==> src/rtl/fifo_drain_ctrl.sv <==
// Read-side FIFO consumer: pops a programmed number of words, checks them against
// an incrementing sequence, accumulates a checksum and applies optional backpressure.
module fifo_drain_ctrl #(
    parameter int WIDTH = 8,
    parameter int CNT_W = 16
) (
    input  logic             clk,
    input  logic             reset,
    input  logic             valid_i,
    input  logic [WIDTH-1:0] data_i,
    output logic             yumi_o,
    input  logic             start_i,
    input  logic [CNT_W-1:0] count_i,
    input  logic [WIDTH-1:0] base_i,
    input  logic [1:0]       stall_mode_i,
    output logic             busy_o,
    output logic             done_o,
    output logic [CNT_W-1:0] word_cnt_o,
    output logic [WIDTH-1:0] checksum_o,
    output logic             err_o,
    output logic [CNT_W-1:0] err_cnt_o
);

    typedef enum logic [1:0] {IDLE, DRAIN, DONE} state_t;

    localparam logic [7:0]       LFSR_SEED = 8'hA5;
    localparam logic [CNT_W-1:0] CNT_ONE   = {{(CNT_W-1){1'b0}}, 1'b1};
    localparam logic [WIDTH-1:0] DATA_ONE  = {{(WIDTH-1){1'b0}}, 1'b1};

    state_t           state, state_nxt;
    logic [CNT_W-1:0] count_q;
    logic [1:0]       mode_q;
    logic [WIDTH-1:0] expect_q;
    logic [7:0]       lfsr_q;
    logic             stall_q;
    logic [CNT_W-1:0] word_cnt_q;
    logic [WIDTH-1:0] checksum_q;
    logic             err_q;
    logic [CNT_W-1:0] err_cnt_q;
    logic [CNT_W-1:0] word_cnt_inc;
    logic             xfer;

    function automatic logic [CNT_W-1:0] sat_inc(input logic [CNT_W-1:0] v);
        return (&v) ? v : v + CNT_ONE;
    endfunction

    // Fibonacci LFSR, taps 8,6,5,4; a nonzero seed can never reach zero
    function automatic logic [7:0] lfsr_next(input logic [7:0] l);
        return {l[6:0], l[7] ^ l[5] ^ l[4] ^ l[3]};
    endfunction

    assign yumi_o       = !reset && (state == DRAIN) && valid_i && !stall_q;
    assign xfer         = yumi_o;
    assign word_cnt_inc = word_cnt_q + CNT_ONE;

    assign busy_o     = (state == DRAIN);
    assign done_o     = (state == DONE);
    assign word_cnt_o = word_cnt_q;
    assign checksum_o = checksum_q;
    assign err_o      = err_q;
    assign err_cnt_o  = err_cnt_q;

    always_comb begin
        state_nxt = state;
        case (state)
            IDLE:    if (start_i) state_nxt = (count_i != '0) ? DRAIN : DONE;
            DRAIN:   if (xfer && (word_cnt_inc == count_q)) state_nxt = DONE;
            DONE:    state_nxt = IDLE;
            default: state_nxt = IDLE;
        endcase
    end

    always_ff @(posedge clk) begin
        if (reset) begin
            state      <= IDLE;
            count_q    <= '0;
            mode_q     <= '0;
            expect_q   <= '0;
            lfsr_q     <= LFSR_SEED;
            stall_q    <= 1'b0;
            word_cnt_q <= '0;
            checksum_q <= '0;
            err_q      <= 1'b0;
            err_cnt_q  <= '0;
        end else begin
            state <= state_nxt;
            if (state == IDLE && start_i) begin
                count_q    <= count_i;
                mode_q     <= stall_mode_i;
                expect_q   <= base_i;
                lfsr_q     <= LFSR_SEED;
                stall_q    <= 1'b0;
                word_cnt_q <= '0;
                checksum_q <= '0;
                err_q      <= 1'b0;
                err_cnt_q  <= '0;
            end else if (state == DRAIN) begin
                if (xfer) begin
                    word_cnt_q <= word_cnt_inc;
                    checksum_q <= checksum_q + data_i;
                    expect_q   <= expect_q + DATA_ONE;
                    if (data_i != expect_q) begin
                        err_q     <= 1'b1;
                        err_cnt_q <= sat_inc(err_cnt_q);
                    end
                end
                // Backpressure is re-evaluated every DRAIN cycle, transfer or not
                case (mode_q)
                    2'd1: stall_q <= ~stall_q;
                    2'd2: begin
                        stall_q <= lfsr_q[0];
                        lfsr_q  <= lfsr_next(lfsr_q);
                    end
                    default: stall_q <= 1'b0;
                endcase
            end
        end
    end

endmodule
==> config.mk <==
export PLATFORM = sky130hd
export DESIGN_NAME = fifo_drain_ctrl
export DESIGN_NICKNAME = d
export VERILOG_FILES = /design/src/rtl/fifo_drain_ctrl.sv
export SDC_FILE = /design/constraint.sdc
export NUM_CORES = 1
export LEC_CHECK = 0
export CAP_MARGIN = 30
export CELL_PAD_IN_SITES_DETAIL_PLACEMENT = 0
export CELL_PAD_IN_SITES_GLOBAL_PLACEMENT = 1
export CORE_MARGIN = 3
export CORE_UTILIZATION = 39
export CTS_BUF_LIST = sky130_fd_sc_hd__clkbuf_8
export CTS_CLUSTER_DIAMETER = 200
export DETAILED_ROUTE_END_ITERATION = 8
export GPL_TIMING_DRIVEN = 1
export PLACE_DENSITY = 0.85
export RECOVER_POWER = 25
export SLEW_MARGIN = 0
export SYNTH_ARGS = -nofsm -noshare
export SYNTH_HDL_FRONTEND = slang
export SYNTH_SLANG_ARGS = --single-unit
==> constraint.sdc <==
create_clock -name clk -period 2.8 [get_ports clk]
set_input_delay 0.28 -clock clk [delete_from_list [all_inputs] [get_ports clk]]
set_output_delay 0.28 -clock clk [all_outputs]
set_load 0.01 [all_outputs]
### Word-level counts from Yosys, hierarchy flattened

Index checks and enable logic that the tools add are counted.

* add/sub/neg operators: 4
* eq/ne operators: 8
* muxes and demuxes: 8
* bitwise logic cells: 5
* reduce and logical (&&, ||, !) cells: 19

Operators by type and width (count)
* adder 16 x 1 -> 16 bit, second input constant: 2
* two-way mux 8 bit: 3
* == test 16 bit: 1
* AND reduction 16 bit: 1
* nonzero test 16 bit: 1
* adder 8 x 1 -> 8 bit, second input constant: 1
* adder 8 bit: 1
* != test 8 bit: 1
* AND reduction 2 bit: 4
* two-way mux 2 bit: 3
* logical AND 1 bit: 5
* == test 2 x 1 -> 1 bit, second input constant: 2
* == test 2 bit, second input constant: 2
* one-hot mux 2 bit (2 select lines): 1
* AND reduction 4 bit: 1
* nonzero test 2 bit: 2
* AND reduction 3 bit: 1
* bitwise XOR 1 bit: 3
* logical NOT 1 bit: 2
* logical NOT 2 bit: 1
* != test 2 x 1 -> 1 bit, second input constant: 1
* != test 2 bit, second input constant: 1
* NOT 1 bit: 2
* one-hot mux 1 bit (2 select lines): 1
* OR reduction 2 bit: 1

* register bits: 78
* bits of input ports: 38
* output and inout port bits: 44
* logic and storage cells: 54

### Depth between registers and ports, before layout

* depth after elaboration: 7
* gate-level depth with buffers: 10
* depth with buffers taken out: 10

### Least setup slack after synthesis

OpenSTA, ideal clock, no wires.

* kind: register -> register
* from: register word_cnt_q[0] (netlist: word_cnt_o[0])
* to: register state[0]
* setup time: 0.117 ns
* arrival time: 2.250 ns
* data required time: 2.683 ns
* slack: 0.433 ns
* stages on the path, launching flop included: 9
* buffers on the path: 0
* clock period less this slack: 2.367 ns
* cell sequence: dfxtp_1 ha_1 nand3_1 o21ai_0 o31ai_1 or4_1 nor4_1 o2111ai_1 a22o_1

* longest elaborated chain between the ends: 5

RTL lines
* start, declared: line 36 `logic [CNT_W-1:0] word_cnt_q;`
* start signal, assigned: line 99 `word_cnt_q <= word_cnt_inc;`
* adder 16 x 1 -> 16 bit: line 54 `assign word_cnt_inc = word_cnt_q + CNT_ONE;`
* == test 16 bit: line 67 `DRAIN: if (xfer && (word_cnt_inc == count_q)) state_nxt = DONE;`
* logical AND 1 bit: line 67
* != test 2 x 1 -> 1 bit (no line)
* AND reduction 2 bit (no line)
* end signal, assigned: line 86 `state <= state_nxt;`
* end, declared: line 30 `state_t state, state_nxt;`

No other way between the ends.
A chain may end at the register's enable or synchronous reset.

### Final worst setup path

Same ends and word-level chain as after synthesis.

==> summary.md <==
| Metric | Value |
|---|---|
| Worst hold start | lfsr_q[6] |
| Die area | 0.0116 mm² |
| Die width | 108 µm |
| Switching Fraction | 26.3% |
| Port Buffers | 81 |
| CTS Sinks | 78 |
| Vert. Die Dim | 108 µm |
| Post-DP HPWL | 7730 µm |
| Clock power frac | 37.5% |
| Post-DP Area | 0.00503 mm² |
| Sequential area share after synthesis | 38.6% |
| Crit Path Class | reg2reg |
| Post-CTS Hold Buffers | 0 |
| Final hold vios | 0 |
| Maxcap violations | 0 |
| Post-synth EDFFs | 0 |
| Crit-path slowest cell | or4_1 |
| Post-Route Utilization | 52.8% |
| Min cycle time layout | 2520 ps |
| Reg-to-Reg Start | word_cnt_o[0] |
| Hold slack | 460 ps |
| Tightest Hold Check Type | reg2reg |
| Vias/cell | 5.23 |
| WL/cell | 14.6 µm |
| Core box area | 0.00991 mm² |
| Detailed-router iteration count before antenna repair | 4 |
| Fraction of registers with async set/reset | 0% |
| Tot GR Track Use | 18.7% |
| Syn_area_per_cell | 8.04 µm² |
| Critical Path AT | 2750 ps |
| Clock Path Buffers | 2 |
| Final Skew | 15.7 ps |
| Flop pwr share | 49.7% |
| Htree depth | 3 |
| Clk pin slew, worst setup/hold paths | 80 ps |
| Total internal power | 1.75 mW |
| Total gr overflow | 0 |
| # Post-CTS Setup Buffers | 0 |
| Worst Hold End | lfsr_q[6] |
| Synth warn | 0 |
| Area Growth Syn to Fin | 29.3% |
| Placer congestion estimate | 0.854 |
| RSZ-0062 raised after global routing | false |
| P_leak | 1.91 nW |
| Crit path capture type | register |
| Min-Delay Path Depth | 2 |
| Crit share post-route | 90.0% |
| Row count | 36 |
| Post-CTS Resized | 0 |
| Sw power | 0.624 mW |
| CTS Root Buffer Type | clkbuf_8 |
| CP Launch Type | register |
| Initial antenna violation count | 0 |
| FMAX | 0.397 GHz |
| Final Net Count | 636 |
| Post-synth top flop | dfxtp_1 |
| Final WL | 10500 µm |
| Ports | 82 |
| Crit-path max cell delay | 520 ps |
| Pwr per Cell Area | 454 mW/mm² |
| R2r setup slk | 280 ps |
| Detailed Route Iter0 Violations | 115 |
| TritonCTS Buffers | 9 |
| Vias post-DR | 3783 |
| CP cell instances | ha_1, nor3b_1, o21a_1, o31ai_1, or4_1, nor4_1, o2111ai_1, a22o_1 |
| # diodes | 0 |
| Worst Reg-to-Reg Cells | 8 |
| Fin area | 0.00523 mm² |
| Gate Count Post-Synth | 503 |
| Worst Path Max Fanout | 7 |
| Worst slew pin tran | 948 ps |
| Synth cell types | 53 |
| TritonCTS clock tree | yes |
| Vias in the first global route | 3615 |
| # setup viols final | 0 |
| Synthesis-stage register bit count | 78 |
| CP required | 3030 ps |
| Max VDD drop | 0.222 mV |
| Largest net degree at the start of global routing | 32 |
| Status | finished, final reports clean |
| Drc violations | 0 |
| Final Slew Violations | 0 |
| Skew-Pair Late Insertion Delay | 350 ps |
| Reg2reg end | state[0] |
| Part of the power in combinational logic | 12.8% |
| DRT antenna net count | 0 |
| Share of cells above drive strength 1 | 5.42% |
| Synthesized area | 0.00405 mm² |
| Slew headroom | 36.8% |
| Starting Density | 40.8% |
| Overall power | 2.37 mW |
| Post-Synthesis Net Count | 554 |
| First-pass GRT wire length | 17400 µm |
-- cell families after synthesis --
group | count (synthesis) | synth area share, %
adder cells (fa/ha/maj) | 13 | 4.21
AO/OA/AOI/OAI | 97 | 14.1
AND/OR/NAND/NOR | 221 | 26.4
buffers and inverters | 33 | 3.40
flip-flops | 78 | 38.6
multiplexers | 2 | 0.495
XOR/XNOR | 59 | 12.8
-- worst max path at each step --
stage | from | end | slack, ps | cells after the start
after floorplan | word_cnt_o[0] | state[0] | 430 | 8
final | word_cnt_o[0] | state[0] | 280 | 8
after global routing | word_cnt_o[3] | state[0] | 60 | 7
after detailed placement | valid_i | err_cnt_o[15] | -30 | 9
after global placement | valid_i | err_cnt_o[15] | 90 | 9
after CTS | state[1] | yumi_o | 270 | 5
-- routing by layer --
metal,GRT usage (%),up-vias,part of all wire [%]
met5,0,-,0
met4,5.23,0,0.75
met3,3.48,7,4.7
met2,31.7,102,48
met1,24.1,1770,46
li1,-,1904,-
-- stage by stage --
| step | instances | worst slack, ps | setup TNS (ps) |
|---|---|---|---|
| final | 723 | 280 | 0 |
| after global routing | 723 | 57.7 | 0 |
| after CTS | 723 | 269 | 0 |
| after detailed placement | 707 | -31.2 | -50.9 |
| after global placement | 707 | 88.7 | 0 |
| after floorplan | 503 | 433 | 0 |
-- synth_stat cells (2+ instances only) --
master	instances	share of area, %
a2111oi_0	2	0.43
a211oi_1	6	1.1
a21o_1	2	0.37
a21oi_1	47	5.8
a221oi_1	2	0.43
a22oi_1	2	0.37
a31oi_1	2	0.31
and2_1	4	0.62
and3_1	5	0.77
clkbuf_1	18	1.7
dfxtp_1	78	39
ha_1	12	3.7
inv_1	11	1.0
mux2i_1	2	0.49
nand2_1	87	8.1
nand2b_1	3	0.46
nand3_1	16	2.0
nand4_1	11	1.7
nor2_1	43	4.0
nor2b_1	5	0.77
nor3_1	11	1.4
nor3b_1	3	0.56
nor4_1	11	1.7
o21a_1	2	0.37
o21ai_0	21	2.6
o31ai_1	2	0.37
or3_1	10	1.5
or3b_2	2	0.43
or4_1	2	0.37
xnor2_1	29	6.3
xor2_1	30	6.5
-- state kept, by name, summed over array words and instances (netlist names) --
signal,cells
mode_q,2
stall_q,1
lfsr_q,8
checksum_o,8
err_cnt_o,16
expect_q,8
word_cnt_o,16
state,2
err_o,1
count_q,16
-- layout by cell type, fill, tap and decap left out, types with 12 or more instances in the layout --
cell type | netlist | layout
a21oi_1 | 47 | 47
clkdlybuf4s50_1 | 0 | 67
dfxtp_1 | 78 | 78
dlygate4sd3_1 | 0 | 14
ha_1 | 12 | 12
inv_1 | 11 | 12
nand2_1 | 87 | 87
nand3_1 | 16 | 16
nor2_1 | 43 | 43
o21ai_0 | 21 | 21
xnor2_1 | 29 | 29
xor2_1 | 30 | 30
-- power by group through the flow --
stage / clock network [mW] / registers, mW / logic, mW
floorplan: 0 / 1.20 / 0.180
global placement: 0 / 1.21 / 0.306
detailed placement: 0 / 1.21 / 0.310
CTS: 0.918 / 1.18 / 0.311
global route: 0.962 / 1.19 / 0.339
finish: 0.889 / 1.18 / 0.305
-- area by class of cell --
class,instances,area [µm²]
Clock buffer,11,151
Inverter,12,50.0
Sequential cell,78,1560
Fill cell,957,4680
Timing Repair Buffer,92,898
Multi-Input combinational cell,392,2350
Tap cell,133,166
Clock inverter,5,57.6
-- critical path, delay by kind of cell, from the launching register on --
kind | cells | cell delay [ps]
flops | 1 | 480
compound gates | 4 | 670
simple gates | 3 | 980
fa+ha+maj | 1 | 280
(Power assumes the default switching activity.)
